<file path="config.mk">
export PLATFORM = sky130hd
export DESIGN_NAME = wb_trd_unit
export DESIGN_NICKNAME = d
export VERILOG_FILES = /design/src/rtl/trd_pkg.sv /design/src/rtl/wb_ld_align.sv /design/src/rtl/wb_trd_unit.sv
export SDC_FILE = /design/constraint.sdc
export NUM_CORES = 1
export LEC_CHECK = 0
export ABC_AREA = 1
export CORE_MARGIN = 2
export CORE_UTILIZATION = 45
export CTS_CLUSTER_SIZE = 8
export DETAILED_ROUTE_END_ITERATION = 8
export DONT_BUFFER_PORTS = 1
export GPL_ROUTABILITY_DRIVEN = 0
export GPL_TIMING_DRIVEN = 0
export PLACE_DENSITY = 0.66
export SLEW_MARGIN = 20
export SYNTH_ARGS = -nofsm -noshare
export SYNTH_HDL_FRONTEND = slang
export SYNTH_SLANG_ARGS = --single-unit
</file>
<file path="constraint.sdc">
create_clock -name clk -period 3 [get_ports clk]
set_input_delay 0.3 -clock clk [delete_from_list [all_inputs] [get_ports clk]]
set_output_delay 0.3 -clock clk [all_outputs]
set_load 0.02 [all_outputs]
</file>
<file path="src/rtl/trd_pkg.sv">
// Shared types and encodings for the multithreaded write-back stage:
// thread states, thread-control command codes and load size codes.
package trd_pkg;

    typedef enum logic [1:0] {
        FREE  = 2'b00,
        RUN   = 2'b01,
        SLEEP = 2'b10
    } trd_state_t;

    localparam logic [1:0] TRD_NONE  = 2'b00;
    localparam logic [1:0] TRD_SLEEP = 2'b01;
    localparam logic [1:0] TRD_WAKE  = 2'b10;
    localparam logic [1:0] TRD_KILL  = 2'b11;

    localparam logic [1:0] LD_B = 2'b00;
    localparam logic [1:0] LD_H = 2'b01;
    localparam logic [1:0] LD_W = 2'b10;

endpackage

</file>
<file path="src/rtl/wb_ld_align.sv">
// Combinational load-data alignment: picks the byte/half lane from the raw
// memory word and sign- or zero-extends it to 32 bits.
module wb_ld_align
    import trd_pkg::*;
(
    input  logic [31:0] raw_i,
    input  logic [1:0]  size_i,
    input  logic        sign_i,
    input  logic [1:0]  addr_lo_i,
    output logic [31:0] data_o
);

    logic [7:0]  byte_v;
    logic [15:0] half_v;

    always_comb begin
        byte_v = raw_i[7:0];
        half_v = raw_i[15:0];
        data_o = raw_i;

        case (addr_lo_i)
            2'b00:   byte_v = raw_i[7:0];
            2'b01:   byte_v = raw_i[15:8];
            2'b10:   byte_v = raw_i[23:16];
            default: byte_v = raw_i[31:24];
        endcase

        // Half-word lane comes from bit 1 only; bit 0 is ignored.
        half_v = addr_lo_i[1] ? raw_i[31:16] : raw_i[15:0];

        case (size_i)
            LD_B:    data_o = {{24{sign_i & byte_v[7]}}, byte_v};
            LD_H:    data_o = {{16{sign_i & half_v[15]}}, half_v};
            LD_W:    data_o = raw_i;
            default: data_o = raw_i;
        endcase
    end

endmodule

</file>
<file path="src/rtl/wb_trd_unit.sv">
// Multithreaded write-back: load alignment, register-write qualification and
// the authoritative per-thread FREE/RUN/SLEEP table with wake-pending bits.
module wb_trd_unit
    import trd_pkg::*;
#(
    parameter int NUM_THREAD = 8,
    parameter int TID_W      = $clog2(NUM_THREAD),
    parameter int DATA_W     = 32,
    parameter int REG_W      = 5
) (
    input  logic                    clk,
    input  logic                    rst_n,
    input  logic                    valid_wb,
    input  logic                    flushWB,
    input  logic [TID_W-1:0]        tid_wb,
    input  logic [DATA_W-1:0]       exe_data_wb,
    input  logic [DATA_W-1:0]       d_rd_data,
    input  logic                    wb_sel_wb,
    input  logic [1:0]              ld_size_wb,
    input  logic                    ld_sign_wb,
    input  logic [1:0]              addr_lo_wb,
    input  logic                    wr_en_wb,
    input  logic [REG_W-1:0]        rd_wb,
    input  logic [1:0]              trd_ctrl_wb,
    input  logic [TID_W-1:0]        target_tid_wb,
    input  logic                    ext_wake_vld,
    input  logic [TID_W-1:0]        ext_wake_tid,
    output logic [DATA_W-1:0]       wb_data_wb,
    output logic                    wr_en_final,
    output logic [TID_W-1:0]        wr_tid,
    output logic [REG_W-1:0]        wr_rd,
    output logic                    sleep,
    output logic                    wake,
    output logic                    kill,
    output logic [2*NUM_THREAD-1:0] trd_state,
    output logic [NUM_THREAD-1:0]   run_mask,
    output logic                    all_done
);

    logic        act;
    logic [31:0] ld_data;

    trd_state_t            state_q [NUM_THREAD];
    trd_state_t            state_d [NUM_THREAD];
    logic [NUM_THREAD-1:0] pend_q;
    logic [NUM_THREAD-1:0] pend_d;
    logic                  wake_hit;

    wb_ld_align u_align (
        .raw_i     (d_rd_data),
        .size_i    (ld_size_wb),
        .sign_i    (ld_sign_wb),
        .addr_lo_i (addr_lo_wb),
        .data_o    (ld_data)
    );

    always_comb begin
        act         = valid_wb & ~flushWB;
        wb_data_wb  = wb_sel_wb ? ld_data : exe_data_wb;
        wr_en_final = wr_en_wb & act;
        wr_tid      = tid_wb;
        wr_rd       = rd_wb;
        sleep       = 1'b0;
        wake        = 1'b0;
        kill        = 1'b0;
        case (trd_ctrl_wb)
            TRD_NONE:  ;
            TRD_SLEEP: sleep = act;
            TRD_WAKE:  wake  = act;
            TRD_KILL:  kill  = act;
            default:   ;
        endcase
    end

    // Pipeline sleep/kill resolve first; pipeline and external wakes on the
    // same thread then merge into a single wake applied to that result.
    always_comb begin
        wake_hit = 1'b0;
        for (int i = 0; i < NUM_THREAD; i++) begin
            state_d[i] = state_q[i];
            pend_d[i]  = pend_q[i];
            if (sleep && tid_wb == TID_W'(i) && state_q[i] == RUN) begin
                if (pend_q[i]) pend_d[i] = 1'b0;
                else           state_d[i] = SLEEP;
            end
            if (kill && tid_wb == TID_W'(i)) begin
                state_d[i] = FREE;
                pend_d[i]  = 1'b0;
            end
            wake_hit = (wake && target_tid_wb == TID_W'(i)) ||
                       (ext_wake_vld && ext_wake_tid == TID_W'(i));
            if (wake_hit) begin
                if (state_d[i] == RUN) pend_d[i]  = 1'b1;
                else                   state_d[i] = RUN;
            end
        end
    end

    always_ff @(posedge clk or negedge rst_n) begin
        if (!rst_n) begin
            for (int i = 0; i < NUM_THREAD; i++) begin
                state_q[i] <= (i == 0) ? RUN : FREE;
            end
            pend_q <= '0;
        end else begin
            for (int i = 0; i < NUM_THREAD; i++) begin
                state_q[i] <= state_d[i];
            end
            pend_q <= pend_d;
        end
    end

    always_comb begin
        trd_state = '0;
        run_mask  = '0;
        all_done  = 1'b1;
        for (int i = 0; i < NUM_THREAD; i++) begin
            trd_state[2*i +: 2] = state_q[i];
            run_mask[i]         = (state_q[i] == RUN);
            if (state_q[i] != FREE) all_done = 1'b0;
        end
    end

endmodule

</file>
==> results by group <==
Run status
  – Status: completed

Pwr
  – Sw Ratio: 43.5%
  – Gate power share: 41.0%
  – Pleak: 1.73 nW
  – Peak supply drop: 0.000245 V
  – Clock network power share: 18.0%
  – Net Switching: 0.476 mW
  – Pint: 0.618 mW
  – Reg power frac: 41.0%
  – Power Density: 362 nW/um^2

Route
  – Drt initial violations: 95
  – Routed Wire Length: 8350 um
  – DR vias: 3060
  – Post-route DRC: 0
  – WL/cell: 14.2 um
  – DRT antenna net count: 0
  – Via-per-instance ratio: 5.22
  – Drt first pass iters: 4

Placed design
  – Buffers on Ports: 0
  – DP Wirelength: 6880 um
  – DP Area: 2950 um^2
  – Post-Place Cells: 580

Global routing
  – Largest net degree at the start of global routing: 25
  – Vias in the first global route: 2762
  – First-pass GRT wire length: 13300 um
  – Antenna violations before repair: 0
  – Gr usage total: 23.0%
  – Gr ovfl total: 0

Worst setup path
  – Worst R2R Path Depth: 7
  – Reg-to-reg endpoint: pend_q[0]
  – FF-to-FF Start: trd_state[0]
  – Flop2flop setup slack: 1.65 ns
  – Startpoint types: register
  – WP data required: 2.70 ns
  – WS Path Type: reg2out
  – WP data arrival: 1.88 ns
  – CP endpoint kind: output pin
  – Top fanout value on the critical path: 4

Finish
  – Ant diodes: 0
  – Layout Nets: 602
  – Finished Layout Cells: 586
  – Area delta synth->final: 6.00%
  – Cell area after layout: 3030 um^2
  – Layout cells sized above 1: 13.8%
  – Core Util, Final: 48.5%

STA
  – Final slew viol count: 0
  – Final Setup Violations: 0
  – Fin Hold WS: 0.316 ns
  – Final Cycle Share: 72.8%
  – Worst Tran Pin Value: 0.720 ns
  – Worst slew margin: 51.6%
  – Fin. Hold Viols: 0
  – Tmin final: 2.18 ns
  – Setup TNS Final: 0 ns
  – Final setup skew: 0.00259 ns
  – Fmax achieved: 458 MHz
  – RSZ-0062 raised after global routing: no

Synthesis
  – Post-Synthesis Cells: 503
  – Register area share after synthesis: 21.1%
  – Synth Flop Type: dfrtp_1
  – Ys Warns: 0
  – Post-synth ARST share: 100%
  – Syn_area_per_cell: 5.68 um^2
  – Post-synthesis register bit count: 24
  – Synthesized Nets: 595
  – Post-synth EDFFs: 0
  – Post-synthesis cell area: 2860 um^2
  – Yosys cell types: 31

Floorplan
  – Initial Util: 45.8%
  – I/O pin cnt: 161
  – Std cell rows: 29
  – Chip height: 83.7 um
  – DIE WIDTH: 83.7 um
  – Full die area: 7000 um^2
  – Core ar.: 6240 um^2

Clock network
  – CTS Buf Count: 3
  – Clock sink total: 24
  – Root Driver: clkbuf_8
  – CTS tree: built
  – CTS Buffer Depth: 2
  – Cts repair resizes: 0
  – H-tree levels: 1
  – Clock latency on the worst-skew pair: 0.26 ns
  – Clk pin slew, worst setup/hold paths: 0.09 ns
  – Post-CTS setup buffers: 0

Worst hold path
  – Hold Path Class: in2reg
  – Hold path depth: 3
  – Min-delay src: target_tid_wb[2]
  – Hold EP: trd_state[6]

Job
  – Max-cap check violation count: 0
[cells by family (layout without fill, tap and decap cells)]
kind of cell	Yosys count	count (layout)	synth area share, %
simple gates	282	282	46.0
buf+inv	120	126	18.3
compound gates	77	77	14.6
flops	24	24	21.1
[power by group through the flow]
stage / Combinational [mW] / Clock [mW] / Sequential, mW
4_1_cts: 0.452 / 0.203 / 0.449
5_1_grt: 0.506 / 0.217 / 0.458
3_3_place_gp: 0.434 / 0 / 0.454
6_report: 0.449 / 0.197 / 0.448
2_1_floorplan: 0.379 / 0 / 0.445
3_5_place_dp: 0.439 / 0 / 0.456
[cell type report]
class                      instances  area [um^2]
fill                             681         3210
clock buffer                       4         45.0
tap                               77         96.3
multi-input combinational        359         1730
inverter                          96          360
timing repair buffer               2         30.0
sequential                        24          602
buffer                            24          163
[sequential cells by signal (all words and copies together), names as in the netlist]
name	count
trd_state	16
pend_q	8
[cells in the final DEF (no fill, tap or decap), types with 2 or more instances in the layout]
master / count
a21oi_1: 40
and3_1: 2
buf_4: 10
buf_6: 3
clkbuf_1: 10
clkbuf_8: 3
dfrtp_1: 23
inv_1: 94
inv_2: 2
nand2_1: 119
nand3_1: 37
nand3_2: 10
nand3_4: 2
nand4_1: 3
nor2_1: 65
nor2_2: 4
nor3_1: 8
o21a_1: 6
o21ai_0: 20
o21ai_1: 7
or2_2: 28
[worst max-delay path, stage by stage (launching register included)]
cell and delay (ns):
dfrtp_1 0.49, nor4_1 0.35, nand3_1 0.19, nor3_1 0.59
[worst max path at each step]
stage	start	to	slack, ns	cells past startpoint
2_1_floorplan	ld_size_wb[1]	wb_data_wb[10]	1.31	7
5_1_grt	trd_state[12]	all_done	0.72	3
3_5_place_dp	trd_state[12]	all_done	1.09	3
4_1_cts	trd_state[12]	all_done	0.79	3
3_3_place_gp	trd_state[12]	all_done	1.08	3
6_report	trd_state[12]	all_done	0.82	3
[layer usage]
metal / track usage (%) / part of all wire (%) / up-vias
met5: 0 / 0 / -
met3: 5.14 / 10 / 14
li1: - / - / 1561
met2: 41.9 / 49 / 147
met1: 27.0 / 38 / 1338
met4: 6.60 / 2.4 / 0
[what timing repair did]
item | CTS | global route
hold endpoints to repair | 24 | 0
setup endpoints to repair | 0 | 0
hold buffers | 2 | 0
[cells in the mapped netlist, types with 2 or more instances]
cell / number / area (um^2)
buf_6: 3 / 33.8
nor2_1: 65 / 244
dfrtp_1: 23 / 576
nor3_1: 8 / 40.0
nand2_1: 119 / 447
inv_2: 2 / 7.51
o21a_1: 6 / 45.0
o21ai_1: 7 / 35.0
nor2_2: 4 / 25.0
nand3_1: 37 / 185
buf_4: 10 / 75.1
clkbuf_1: 9 / 33.8
a21oi_1: 40 / 200
nand3_2: 10 / 100
o21ai_0: 20 / 100
nand4_1: 3 / 18.8
inv_1: 94 / 353
nand3_4: 2 / 35.0
or2_2: 28 / 175
and3_1: 2 / 12.5
[stage by stage]
stage	power [mW]	setup slack [ns]
global placement	0.888	1.08
finish	1.09	0.816
CTS	1.10	0.789
floorplan	0.825	1.31
global route	1.18	0.719
detailed placement	0.895	1.09
(Power assumes the default switching activity.)
==> edit, RTL diff (same settings) <==
Add an input register stage for `d_rd_data`; this delays it by one clock. The other inputs are not delayed to match.
--- a/src/rtl/wb_trd_unit.sv
+++ b/src/rtl/wb_trd_unit.sv
@@ -37,6 +37,12 @@
     output logic                    all_done
 );
 
+    logic [DATA_W-1:0] d_rd_data_q;
+
+    always_ff @(posedge clk) begin
+        d_rd_data_q <= d_rd_data;
+    end
+
     logic        act;
     logic [31:0] ld_data;
 
@@ -47,7 +53,7 @@
     logic                  wake_hit;
 
     wb_ld_align u_align (
-        .raw_i     (d_rd_data),
+        .raw_i     (d_rd_data_q),
         .size_i    (ld_size_wb),
         .sign_i    (ld_sign_wb),
         .addr_lo_i (addr_lo_wb),
Function: changed (Yosys sat finds a counterexample within 4 cycles, from zero or initial values and one cycle with rst_n low).
==> edit against the unedited design <==
Clock skew up 0.0099 ns; non-clock buffer count grew 32; final area is 34% higher; sequential cell count increased by 32; final cell count rose by 16%; combinational power is 9.8% higher; worst setup slack improved by 0.012 ns; utilization grew 5.0 points; synthesized area is 22% higher; largest cell class unchanged; wire length rose by 16%; first-iteration DRC count is 55% higher; total power increased by 70%; clock power increased by 130%.
==> edit: results <==
[layout]
drive_above_1_share = 0.130
instances_no_fill = 678
nNetsFinal = 667
largest_reg_flops = 32
largest-register = "d_rd_data_q"
fill_cells = 752

[synthesis]
netlist_top_cells_area = "dfxtp_1 (18%), dfrtp_1 (16%), nand2_1 (13%)"
syn-num-nets = 626
async_flop_share = 0.429
synth_compound_area_frac = 0.120
synth_commonest_cells = "nand2_1 (119), inv_1 (94), nor2_1 (65)"
synth-main-ff-cell = "dfxtp_1"
ys_types = 32
seq_area_frac_synth = 0.356
avgSynthCellArea_um2 = 6.54

[power]
max-vdd-ir-drop_v = 0.000252
power.leakage_nw = 2.16

[clock_tree]
clk_latency_ns = 0.32
hold_buffers = 34
numCtsBuffers = 5
clkTransAtPathRegs_ns = 0.12

[min_path]
min_path_type = "input port to flop"
hold_end = "trd_state[6]"
hold-path-cell-count = 3

[routing]
wl_met2_um = 4590
wl_per_cell_um = 14.3
wl_met3_um = 722
viasPerCell = 5.06
wl_met1_um = 4230
drtIter0Drc = 147

[setup_path]
r2r-start = "trd_state[5]"
arrival_ns = 1.87
r2r_end = "pend_q[2]"
rr_worst_depth = 8

[sta]
finClkSkew_ns = 0.0125
relSlewSlack = 0.385

[global_route]
grt_pass1_vias = 3249
grtUsageTotal = 0.225
grt_pass1_wl_um = 15200

[outcome]
outcome = "finished clean"

[place]
dp.cells = 636
hpwlAfterDp_um = 7540
==> edit: layer usage <==
layer	track usage	vias to the layer above
li1	-	1737
met1	0.289	1558
met2	0.365	125
met3	0.0666	13
met4	0.0697	0
met5	0	-
==> edit: worst max-delay path: stages, from the launching register on <==
cell     delay [ns]
dfrtp_1        0.48
inv_1          0.14
nand4_1        0.12
nor4_1         0.82
==> edit: cell type report <==
cell class / instances / area (um^2) / share of cell area
Buffer: 24 / 163 / 0.0400
Inverter: 96 / 360 / 0.0886
Timing Repair Buffer: 34 / 350 / 0.0861
Tap cell: 102 / 128 / 0.0314
Clock inverter: 3 / 26.3 / 0.00646
Multi-Input combinational cell: 358 / 1730 / 0.425
Sequential cell: 56 / 1240 / 0.305
Clock buffer: 5 / 68.8 / 0.0169
==> edit: cell families after synthesis <==
group | after synthesis
buffers and inverters | 120
AO/OA/AOI/OAI | 77
AND/OR/NAND/NOR | 281
flip-flops | 56
==> edit: report_power, final <==
part	switching, mW	total [mW]	internal (mW)
Clock	0.283	0.456	0.173
Sequential	0.0819	0.910	0.828
Combinational	0.324	0.493	0.170
Total	0.688	1.86	1.17
==> edit: worst max path at each step <==
stage,start,to,cells past startpoint
finish,trd_state[1],all_done,3
global route,trd_state[1],all_done,3
global placement,trd_state[1],all_done,3
CTS,trd_state[1],all_done,3
detailed placement,ld_size_wb[1],wb_data_wb[2],8
floorplan,ld_size_wb[1],wb_data_wb[10],7
==> edit: through the flow <==
step | cell area (um^2) | worst slack (ns) | hold WS [ns] | utilization
after global routing | 4070 | 0.665 | 0.269 | 0.535
after floorplan | 3490 | 1.31 | 0.00441 | -
after CTS | 4070 | 0.794 | 0.249 | 0.535
final | 4070 | 0.828 | 0.253 | 0.535
after detailed placement | 3620 | 1.16 | 0.00489 | 0.476
after global placement | 3620 | 1.16 | 0.00496 | 0.476
